**src/rtl/synapse_drive.sv**
```systemverilog
// synapse_drive: weighted spike sum folded into a leaky, saturating 8-bit current trace.
// Latency: spike sampled at edge t -> current_out/current_valid after edge t+1 (two edges incl. sampling edge).
// Backpressure: cfg_ready drops during a weight clear sweep; spike path is never stalled.
// Optional feature macro: SYN_INHIB_EN (cfg_data[7] = inhibitory flag, cfg_data[6:0] = magnitude).
module synapse_drive #(
  parameter int N_IN        = 8,
  parameter int DECAY_SHIFT = 2
) (
  input  logic            clk,
  input  logic            rst,
  input  logic [N_IN-1:0] spike_in,
  input  logic            spike_valid,
  input  logic            cfg_valid,
  output logic            cfg_ready,
  input  logic [3:0]      cfg_addr,
  input  logic [7:0]      cfg_data,
  input  logic            cfg_clear,
  output logic [7:0]      current_out,
  output logic            current_valid
);

  // Sum width: worst case N_IN * 255 fits without overflow.
  localparam int SW = 8 + $clog2(N_IN);

  localparam logic [0:0] ST_RUN   = 1'b0;
  localparam logic [0:0] ST_CLEAR = 1'b1;

  localparam logic [4:0] N_IN_L   = 5'(N_IN);
  localparam logic [3:0] LAST_IDX = 4'(N_IN - 1);

  logic [0:0]    state;
  logic [3:0]    idx;
  logic [7:0]    w [N_IN];
  logic          wr_en;
  logic [7:0]    trace;
  logic [7:0]    trace_nxt;
  logic [7:0]    leak;
  logic [7:0]    kept;
  logic          s1_valid;

  // A clear request in the same cycle takes priority, so ready is withdrawn combinationally.
  assign cfg_ready = (state == ST_RUN) & ~cfg_clear;
  // Out-of-range addresses still complete the handshake but never touch a weight.
  assign wr_en     = cfg_valid & cfg_ready & ({1'b0, cfg_addr} < N_IN_L);

  // Clear sweep FSM: one weight zeroed per cycle, N_IN cycles, not restartable mid-sweep.
  always_ff @(posedge clk or posedge rst) begin
    if (rst) begin
      state <= ST_RUN;
      idx   <= '0;
    end else begin
      case (state)
        ST_RUN: begin
          if (cfg_clear) begin
            state <= ST_CLEAR;
            idx   <= '0;
          end
        end
        default: begin
          if (idx == LAST_IDX) state <= ST_RUN;
          idx <= idx + 4'd1;
        end
      endcase
    end
  end

  // Weight store: clear sweep and config writes are mutually exclusive (ready is low in CLEAR).
  always_ff @(posedge clk or posedge rst) begin
    if (rst) begin
      for (int i = 0; i < N_IN; i++) w[i] <= '0;
    end else begin
      for (int i = 0; i < N_IN; i++) begin
        if ((state == ST_CLEAR) && (idx == 4'(i))) begin
          w[i] <= '0;
        end else if (wr_en && (cfg_addr == 4'(i))) begin
          w[i] <= cfg_data;
        end
      end
    end
  end

  // Leak term; trace - leak never underflows since leak <= trace.
  assign leak = trace >> DECAY_SHIFT;
  assign kept = trace - leak;

`ifdef SYN_INHIB_EN
  logic [SW-1:0]        exc_c, inh_c;
  logic [SW-1:0]        s1_exc, s1_inh;
  logic signed [SW+1:0] snxt;

  // Stage 1 combinational: split active weights into excitatory and inhibitory magnitudes.
  always_comb begin
    exc_c = '0;
    inh_c = '0;
    for (int i = 0; i < N_IN; i++) begin
      if (spike_in[i]) begin
        if (w[i][7]) inh_c = inh_c + SW'(w[i][6:0]);
        else         exc_c = exc_c + SW'(w[i][6:0]);
      end
    end
  end

  // Stage 1 register: an unsampled cycle contributes nothing.
  always_ff @(posedge clk or posedge rst) begin
    if (rst) begin
      s1_exc   <= '0;
      s1_inh   <= '0;
      s1_valid <= 1'b0;
    end else begin
      s1_exc   <= spike_valid ? exc_c : '0;
      s1_inh   <= spike_valid ? inh_c : '0;
      s1_valid <= spike_valid;
    end
  end

  // Signed intermediate two bits wider than the sums so neither end can wrap.
  assign snxt = $signed((SW+2)'(kept)) + $signed((SW+2)'(s1_exc)) - $signed((SW+2)'(s1_inh));

  // Clamp the next trace into 0..255.
  always_comb begin
    trace_nxt = snxt[7:0];
    if (snxt[SW+1])        trace_nxt = 8'd0;
    else if (|snxt[SW:8])  trace_nxt = 8'hFF;
  end
`else
  logic [SW-1:0] sum_c;
  logic [SW-1:0] s1_sum;
  logic [SW:0]   nxt;

  // Stage 1 combinational: sum of weights of the active inputs.
  always_comb begin
    sum_c = '0;
    for (int i = 0; i < N_IN; i++) begin
      if (spike_in[i]) sum_c = sum_c + SW'(w[i]);
    end
  end

  // Stage 1 register: an unsampled cycle contributes nothing.
  always_ff @(posedge clk or posedge rst) begin
    if (rst) begin
      s1_sum   <= '0;
      s1_valid <= 1'b0;
    end else begin
      s1_sum   <= spike_valid ? sum_c : '0;
      s1_valid <= spike_valid;
    end
  end

  assign nxt = (SW+1)'(kept) + (SW+1)'(s1_sum);

  // Saturate the next trace at 255.
  always_comb begin
    trace_nxt = nxt[7:0];
    if (|nxt[SW:8]) trace_nxt = 8'hFF;
  end
`endif

  // Stage 2: trace leaks every cycle, even without a new sample.
  always_ff @(posedge clk or posedge rst) begin
    if (rst) begin
      trace         <= '0;
      current_valid <= 1'b0;
    end else begin
      trace         <= trace_nxt;
      current_valid <= s1_valid;
    end
  end

  assign current_out = trace;

endmodule
```
**config.mk**
```make
export PLATFORM = sky130hd
export DESIGN_NAME = synapse_drive
export DESIGN_NICKNAME = d
export VERILOG_FILES = /design/src/rtl/synapse_drive.sv
export SDC_FILE = /design/constraint.sdc
export NUM_CORES = 1
export LEC_CHECK = 0
export ABC_AREA = 1
export BUFFER_PORTS_ARGS = -buffer_cell sky130_fd_sc_hd__buf_2
export CAP_MARGIN = 30
export CORE_MARGIN = 5
export CORE_UTILIZATION = 35
export CTS_CLUSTER_DIAMETER = 100
export DETAILED_ROUTE_END_ITERATION = 7
export GPL_ROUTABILITY_DRIVEN = 0
export HOLD_SLACK_MARGIN = 0.02
export PLACE_DENSITY = 0.51
export SLEW_MARGIN = 20
export SYNTH_ARGS = -nofsm -noshare
export SYNTH_HDL_FRONTEND = slang
export SYNTH_SLANG_ARGS = --single-unit
```
**constraint.sdc**
```tcl
create_clock -name clk -period 6.6 [get_ports clk]
set_input_delay 0.33 -clock clk [delete_from_list [all_inputs] [get_ports clk]]
set_output_delay 0.33 -clock clk [all_outputs]
set_load 0.02 [all_outputs]
```
==> flow_summary.json <==
{
  "outcome": "finished with violations",
  "violations": "setup timing",
  "clock.fmax_mhz": 149,
  "timing.critical_path.slowest_stage_cell": "dfrtp_1",
  "place.detailed.instances": 1466,
  "critPathMostFrequentCell": "ha_4",
  "tritoncts": "yes",
  "cts_buffer_depth": 2,
  "detailedPlacementHpwl_um": 16100,
  "syn-cell-area_um2": 7460,
  "num_antenna_cells": 0,
  "power.density_cell_area_nw_per_um2": 246,
  "cts_made_buffers": 9,
  "worst-endpoint-arrival_ns": 6.96,
  "hold_viol_final": 0,
  "path_clk_slew_ns": 0.07,
  "timing.hold.worst.class": "in2reg",
  "final_critical_path_setup_slack_ns": -0.116,
  "fin_worst_skew_ns": 0.00965,
  "cap_viol_max_count": 0,
  "timing.critical_path.slowest_cell_delay_ns": 0.39,
  "cp_max_fo": 4,
  "grt_setup_unrepaired": "true",
  "finish.cell_count_without_fillers": 1519,
  "synth.distinct_cells": 38,
  "drt_iter0_markers": 336,
  "totalNegativeSetupSlack_ns": -0.213,
  "floorplan.die.height_um": 156,
  "yosys_most_used_dff": "dfrtp_1",
  "reg2regPathDepth": 45,
  "die_x_um": 156,
  "ctsHtreeMaxLevel": 3,
  "yosysWarningCount": 0,
  "post_synth.cell_area_avg_um2": 7.24,
  "postSynthNetCount": 1137,
  "detail_route.vias_per_cell": 4.77,
  "cp.required_ns": 6.84,
  "grt_start_max_net_pins": 63,
  "finalWorstPathRequiredPeriod_ns": 6.72,
  "grtUsageTotal_pct": 17.7,
  "slew_viol_final": 0,
  "cp.buffers_inverters": 7,
  "grt_antenna_before_repair": 0,
  "worst_path_class_setup": "reg2reg",
  "final_layout_size_suffix_gt1_share_pct": 31.6,
  "tightest_pin_transition_ns": 0.816,
  "area_growth_pct": 36.3,
  "total_power_uw": 2500,
  "placement.io_buffers": 34,
  "area_of_the_core_um2": 21000,
  "wirelength_um": 21000,
  "setup-violations-final": 3,
  "relSlewSlack_pct": 45.6,
  "seq_area_frac_synth_pct": 30.2,
  "layout.cells.most_common_list": "215 x nand2_1, 181 x buf_4, 132 x inv_1",
  "hold_path_depth": 1,
  "floorplan.io_pins": 35,
  "drc_errors": 0,
  "reg2reg_from": "w[56]",
  "max_rail_drop_vdd_mv": 0.165,
  "clk_latency_ns": 0.35,
  "timing.critical_path.to_type": "flop",
  "routed-via-count": 7249,
  "clock_tree.root_cell": "clkbuf_16",
  "timing.hold.worst.start": "spike_valid",
  "cts.sinks": 90,
  "globalRoute.totalOverflow": 0,
  "fin_crit_sh_pct": 102,
  "core.rowCount": 53,
  "synthCells": 1030,
  "detailedRoute.firstPassIterationCount": 4,
  "postSynthRegisterBits": 90,
  "die_area_um2": 24300,
  "synthArstFlopShare_pct": 100,
  "route.detailed.wl_per_inst_um": 13.9,
  "final_nets": 1347,
  "p_leak_uw": 0.00518,
  "setup.worst_path.start_class": "flop",
  "whs_endpoint": "s1_valid",
  "layout_commonest_cell": "nand2_1",
  "start_util_pct": 35.5,
  "reg2reg_setup_slack_ns": -0.12,
  "synth-edff-count": 0,
  "cp_delay_by_family_top": "adder cells",
  "final_antenna_violating_net_count": 0,
  "first_global_vias": 7133,
  "wire_length_of_the_first_global_routing_pass_um": 34900,
  "regToRegEndpoint": "s1_sum[10]"
}
per-stage QoR:
step                      area (um^2)  hold WS [ns]  worst slack [ns]  util (%)
after CTS                        9840         0.207            -0.118      46.8
final                           10200         0.216            -0.116      48.4
after global placement           9130         0.334            -0.630      43.4
after global routing            10200         0.213            -0.583      48.4
after detailed placement         9130         0.337            -0.709      43.4
after floorplan                  7610         0.331           -0.0212         -
final cells by class:
type	instances	area, um^2
well taps	275	344
clock inverters	5	38.8
inverters	150	564
clock buffers	10	229
flip-flops and latches	90	2250
multi-input cells	771	5180
fillers	2076	10900
repair buffers	218	1560
worst max-delay path by stage:
stage	from	end	slack (ns)	cells after the start
6_report	w[56]	s1_sum[10]	-0.12	45
4_1_cts	w[56]	s1_sum[10]	-0.12	43
2_1_floorplan	spike_in[0]	s1_sum[10]	-0.02	44
5_1_grt	w[56]	s1_sum[10]	-0.58	47
3_3_place_gp	spike_in[0]	s1_sum[10]	-0.63	49
3_5_place_dp	spike_in[0]	s1_sum[10]	-0.71	48
sequential cells by signal, summed over array words and instances (netlist names):
| name | count |
|---|---|
| idx | 4 |
| current_valid | 1 |
| s1_sum | 11 |
| w | 64 |
| state | 1 |
| current_out | 8 |
| s1_valid | 1 |
what timing repair did:
item                                    4_1_cts  5_1_grt
hold buffers                                  1        0
buffers inserted                             30        7
pin swaps                                    55       38
endpoints found under the setup margin        7        7
resized for setup                            56       52
hold endpoints to repair                     26        0
cell usage after synthesis, drive strengths merged, types with 4 or more instances:
cell,instances,area (um^2)
fa,9,180
nor3,11,55.1
nand3,127,686
o21bai,5,37.5
dfrtp,90,2250
and2,4,25.0
xnor2,13,114
nor2,52,210
nand4,5,31.3
xor2,17,149
inv,150,563
buf,8,46.3
o21ai,120,638
clkbuf,11,41.3
nand2,245,1000
or2,7,43.8
a21oi,60,300
ha,73,913
nand3b,4,30.0
power by group:
group	internal (uW)	leakage, uW	switching, uW
Clock	257	0.000129	239
Combinational	571	0.00385	719
Sequential	636	0.00121	75.7
cell families (layout without fill, tap and decap cells):
kind of cell / Yosys count / in the layout / synth area share, %
xor gates and xnor gates: 30 / 30 / 3.52
DFF: 90 / 90 / 30.2
buffers and inverters: 169 / 383 / 8.73
and+or+nand+nor: 455 / 455 / 27.9
AOI/OAI and AO/OA: 204 / 204 / 15.0
adders and majority gates: 82 / 82 / 14.7
layer usage:
metal	track usage [%]	part of all wire, %	vias to the layer above
li1	-	-	3823
met1	24.4	49	3348
met2	29.8	47	62
met3	2.30	2.2	16
met4	3.83	1.1	0
met5	0	0	-
worst reg2reg max path, delay by kind of cell, from the launching register on:
family / cells / cell delay [ns]
simple gates: 15 / 1.29
flops: 1 / 0.39
compound gates: 11 / 1.61
fa+ha+maj: 8 / 2.18
xor+xnor: 4 / 0.62
buf+inv: 7 / 0.48
No activity file was read; power rests on OpenSTA's default activity.
